**config.mk**
```make
export PLATFORM = sky130hd
export DESIGN_NAME = rr_mux_4x1
export DESIGN_NICKNAME = d
export VERILOG_FILES = /design/src/rtl/rr_mux_pkg.sv /design/src/rtl/rr_arb4.sv /design/src/rtl/rr_mux_4x1.sv
export SDC_FILE = /design/constraint.sdc
export NUM_CORES = 1
export LEC_CHECK = 0
export ABC_AREA = 1
export BUFFER_PORTS_ARGS = -buffer_cell sky130_fd_sc_hd__buf_4
export CORE_AREA = 2 2 53 55
export CTS_CLUSTER_SIZE = 14
export DETAILED_ROUTE_END_ITERATION = 12
export DIE_AREA = 0 0 55 57
export PLACE_DENSITY = 0.81
export SYNTH_ARGS = -nofsm -noshare
export SYNTH_HDL_FRONTEND = slang
export SYNTH_SLANG_ARGS = --single-unit
export TNS_END_PERCENT = 50
```
**constraint.sdc**
```tcl
create_clock -name clk -period 5.3 [get_ports clk]
set_clock_uncertainty 0.2 [all_clocks]
set_input_delay 0.265 -clock clk [delete_from_list [all_inputs] [get_ports clk]]
set_output_delay 0.265 -clock clk [all_outputs]
set_load 0.01 [all_outputs]
```
**src/rtl/rr_mux_pkg.sv**
```systemverilog
`default_nettype none
// +----------------------------------------------------------------+
// | rr_mux_pkg: shared constants, lock-state type, one-hot decode  |
// | Revision: 1.0                                                  |
// +----------------------------------------------------------------+
package rr_mux_pkg;

  localparam int N_CH      = 4;
  localparam int SEL_W     = 2;
  localparam int W_DEFAULT = 8;

  typedef enum logic [0:0] {
    LOCK_IDLE   = 1'b0,
    LOCK_LOCKED = 1'b1
  } lock_state_e;

  function automatic logic [SEL_W-1:0] onehot_to_idx(input logic [N_CH-1:0] oh);
    logic [SEL_W-1:0] idx;
    idx = '0;
    for (int i = 0; i < N_CH; i++) begin
      if (oh[i]) idx = idx | SEL_W'(i);
    end
    return idx;
  endfunction

endpackage
`default_nettype wire

```
**src/rtl/rr_arb4.sv**
```systemverilog
`default_nettype none
// +----------------------------------------------------------------+
// | rr_arb4: rotating-priority 4-way arbiter with pointer register |
// | Revision: 1.0                                                  |
// +----------------------------------------------------------------+
module rr_arb4
  import rr_mux_pkg::*;
(
  input  logic            clk,
  input  logic            rst,
  input  logic [N_CH-1:0] req,
  input  logic            en,
  output logic [N_CH-1:0] grant
);

  logic [SEL_W-1:0] ptr;
  logic [SEL_W-1:0] idx;
  logic             found;

  always_comb begin
    grant = '0;
    found = 1'b0;
    idx   = ptr;
    for (int k = 0; k < N_CH; k++) begin
      idx = ptr + SEL_W'(k);
      if (en && !found && req[idx]) begin
        grant[idx] = 1'b1;
        found      = 1'b1;
      end
    end
  end

  // Pointer moves just past the winner so it has lowest priority next time.
  always_ff @(posedge clk or posedge rst) begin
    if (rst) begin
      ptr <= '0;
    end else if (found) begin
      ptr <= onehot_to_idx(grant) + SEL_W'(1);
    end
  end

endmodule
`default_nettype wire

```
**src/rtl/rr_mux_4x1.sv**
```systemverilog
`default_nettype none
// +----------------------------------------------------------------+
// | rr_mux_4x1: round-robin 4:1 stream mux, registered output      |
// | Option: RR_MUX_LAST_LOCK_EN adds packet locking on in_last     |
// | Revision: 1.0                                                  |
// +----------------------------------------------------------------+
module rr_mux_4x1
  import rr_mux_pkg::*;
#(
  parameter int W = W_DEFAULT
)
(
  input  logic              clk,
  input  logic              rst,
  input  logic [N_CH-1:0]   in_valid,
  input  logic [N_CH*W-1:0] in_data,
`ifdef RR_MUX_LAST_LOCK_EN
  input  logic [N_CH-1:0]   in_last,
  output logic              out_last,
`endif
  output logic [N_CH-1:0]   in_ready,
  output logic              out_valid,
  output logic [W-1:0]      out_data,
  output logic [SEL_W-1:0]  out_sel,
  input  logic              out_ready
);

  logic             load_en;
  logic             arb_en;
  logic             xfer;
  logic [N_CH-1:0]  req;
  logic [N_CH-1:0]  grant;
  logic [SEL_W-1:0] gsel;
  logic [W-1:0]     gdata;

  assign load_en = !out_valid | out_ready;
  // Gating with rst keeps in_ready low for the whole reset pulse.
  assign arb_en  = load_en & !rst;

`ifdef RR_MUX_LAST_LOCK_EN
  localparam logic [0:0] ST_IDLE   = LOCK_IDLE;
  localparam logic [0:0] ST_LOCKED = LOCK_LOCKED;

  logic [0:0]       lock_state;
  logic [SEL_W-1:0] lock_ch;

  assign req = (lock_state == ST_LOCKED) ? (in_valid & (N_CH'(1) << lock_ch)) : in_valid;

  always_ff @(posedge clk or posedge rst) begin
    if (rst) begin
      lock_state <= ST_IDLE;
      lock_ch    <= '0;
      out_last   <= 1'b0;
    end else if (load_en) begin
      out_last <= xfer & in_last[gsel];
      if (xfer) begin
        lock_ch    <= gsel;
        lock_state <= in_last[gsel] ? ST_IDLE : ST_LOCKED;
      end
    end
  end
`else
  assign req = in_valid;
`endif

  rr_arb4 u_arb (
    .clk   (clk),
    .rst   (rst),
    .req   (req),
    .en    (arb_en),
    .grant (grant)
  );

  assign in_ready = grant;
  assign xfer     = |grant;
  assign gsel     = onehot_to_idx(grant);

  always_comb begin
    gdata = '0;
    for (int i = 0; i < N_CH; i++) begin
      if (grant[i]) gdata = gdata | in_data[i*W +: W];
    end
  end

  always_ff @(posedge clk or posedge rst) begin
    if (rst) begin
      out_valid <= 1'b0;
      out_data  <= '0;
      out_sel   <= '0;
    end else if (load_en) begin
      out_valid <= xfer;
      if (xfer) begin
        out_data <= gdata;
        out_sel  <= gsel;
      end
    end
  end

endmodule
`default_nettype wire

```
==> key figures <==
STA
  – Final hold violations: 0
  – Post-route clock period utilization: 53.8%
  – Worst Hold Margin: 0.0535 ns
  – Fmax: 351 MHz
  – Final Slew Violations: 0
  – Final Setup Violations: 0
  – Period minus WS final: 2.85 ns
  – Slew Limit Headroom: 66.8%
  – Setup TNS Final: 0 ns
  – Measured slew at the worst slew-check pin: 0.497 ns
  – RSZ-0062 raised after global routing: no

Floorplan
  – Total core area: 2620 um^2
  – Die Y: 57 um
  – IO Count: 54
  – Initial core utilization: 47.1%
  – Die ar.: 3140 um^2
  – Row cnt: 19
  – Die width: 55 um

CTS
  – CTS tree: done
  – H-tree depth: 1
  – # Post-CTS Setup Buffers: 0
  – Clock Path Buffers: 2
  – CTS clk-pin slew, worst paths: 0.08 ns
  – CTS Buf Count: 3
  – Clock latency on the worst-skew pair: 0.27 ns
  – Total clock sinks: 13
  – CTS Root Cell: clkbuf_4

Detailed routing
  – Via count: 1299
  – Routed Antenna Nets: 0
  – Routed wire length: 2950 um
  – 1st-pass router iterations: 4
  – Uppermost layer routed: met4
  – Residual DRC count: 0
  – Metal3 WL: 159 um
  – Met2 routed WL: 1420 um
  – Vias per Instance: 4.90
  – Initial DRC Count: 34
  – WL/cell: 11.1 um
  – Met1 Routed Length: 1350 um

Synthesis
  – Synthesized instance count: 181
  – Ys flop type: dfrtp_1
  – Yosys warns: 0
  – Post-synth EDFFs: 0
  – Syn nets: 226
  – Mean Syn Cell Area: 6.80 um^2
  – Synth unique cells: 19
  – FF+latch count, synth: 13
  – Post-synthesis sequential area ratio: 26.4%
  – Async S/R FF share, synth: 100%
  – Mapped Area: 1230 um^2

Power and ir drop
  – Static Leakage: 0.000938 uW
  – P per Cell Area: 567 nW/um^2
  – VDD IR max: 393 uV

Layout
  – Syn-to-layout area delta: 34.8%
  – NumNets Final: 280
  – Ratio of cells with drive above 1 in the final layout: 37.2%
  – Ant diodes: 0
  – Area of the multi-input gates: 823 um^2
  – Register area: 325 um^2
  – Final Util: 63.4%
  – Fillers: 268

Placement
  – Hpwl dp: 2320 um
  – Port bufs: 53
  – Placer Congestion: 0.923

Critical path
  – Crit end category: output pin
  – WP data required: 4.84 ns
  – Worst Setup Start Kind: register
  – R2R cell count: 12
  – WS Path Type: register to output pin
  – Worst Path Arrival: 2.38 ns
  – CP max FO: 12

Global route
  – GRT Util Overall: 20.4%
  – First-pass GRT wire length: 4820 um
  – GRT overflow: 0
  – Largest net degree at the start of global routing: 14
  – Vias in the first global route: 1120
  – Initial antenna violation count: 0

Min path
  – Hold Crit Depth: 5
  – Worst Hold Class: primary input to register

Status
  – Outcome: finished, final reports clean

Flow run
  – Max-cap violations: 0
-- flip-flops by register name, indices dropped and copies added, names as in the netlist --
name / count
out_data: 8
out_sel: 2
out_valid: 1
u_arb.ptr: 2
-- kinds of logic (layout without fill, tap and decap cells) --
family,after synthesis,after routing,synth area share [%]
compound gates,2,2,1.73
flops,13,13,26.4
fa+ha+maj,6,6,6.10
simple gates,145,145,59.0
buf+inv,15,68,6.71
-- worst max-delay path, stage by stage (launching register included) --
cell and delay, ns:
dfrtp_1 0.46, inv_1 0.25, ha_1 0.32, inv_1 0.11, nor2_1 0.05, nor2_1 0.33
nand3_1 0.15, nand2_2 0.26, buf_4 0.18
-- cell usage in the layout, fill, tap and decap left out --
| cell type | instances |
|---|---|
| a21oi_4 | 1 |
| buf_4 | 53 |
| clkbuf_1 | 1 |
| clkbuf_4 | 3 |
| dfrtp_1 | 13 |
| dlygate4sd3_1 | 1 |
| ha_1 | 6 |
| inv_1 | 7 |
| inv_2 | 3 |
| nand2_1 | 82 |
| nand2_2 | 7 |
| nand2_4 | 1 |
| nand3_1 | 11 |
| nand3_2 | 13 |
| nand3b_1 | 1 |
| nand4_1 | 4 |
| nor2_1 | 18 |
| nor2_4 | 6 |
| nor3_1 | 1 |
| nor4_1 | 1 |
| o21ai_0 | 1 |
-- cell usage after synthesis, drive strengths merged, types with 4 or more instances --
cell,count,share of area [%]
nand4,4,2.0
nor2,24,11
dfrtp,13,26
nand3,24,15
ha,6,6.1
inv,10,3.0
nand2,90,29
buf,5,3.7
-- layer usage --
metal | up-vias | track usage [%]
li1 | 680 | -
met1 | 580 | 29.0
met2 | 37 | 31.5
met3 | 2 | 4.19
met4 | 0 | 5.23
met5 | - | 0
-- timing repair --
item	CTS	global route
endpoints found under the hold margin	13	0
endpoints found under the setup margin	0	0
resized for setup	0	0
hold buffers	1	0
-- stage by stage --
stage | instances | cell area, um^2 | setup slack, ns | total power [uW]
2_1_floorplan | 181 | 1230 | 3.05 | 721
3_3_place_gp | 260 | 1620 | 2.77 | 868
3_5_place_dp | 260 | 1620 | 2.67 | 882
4_1_cts | 265 | 1660 | 2.45 | 944
5_1_grt | 265 | 1660 | 2.22 | 1040
6_report | 265 | 1660 | 2.45 | 940
-- layout make-up --
class | count | share of cell area (%)
Multi-Input combinational cell | 153 | 49.6
Timing Repair Buffer | 54 | 24.6
Sequential cell | 13 | 19.6
Clock buffer | 4 | 1.58
Inverter | 10 | 2.26
Tap cell | 31 | 2.34
-- final timing paths --
path	slack, ns	start	endpoint
min in group asynchronous	0.39	rst	out_data[4]$_DFFE_PP0P_
max in group asynchronous	4.17	rst	out_sel[1]$_DFFE_PP0P_
max reg2reg	2.65	u_arb.ptr[1]$_DFFE_PP0P_	u_arb.ptr[1]$_DFFE_PP0P_
max	2.45	u_arb.ptr[1]$_DFFE_PP0P_	in_ready[2]
min reg2reg	0.32	out_sel[1]$_DFFE_PP0P_	out_sel[1]$_DFFE_PP0P_
min	0.05	in_data[23]	out_data[7]$_DFFE_PP0P_
-- power breakdown --
group | leakage, uW | switching, uW | internal (uW)
registers | 0.000156 | 46.1 | 157
clock network | 0.0000150 | 30.6 | 29.2
logic | 0.000766 | 413 | 264
(Power assumes the default switching activity.)
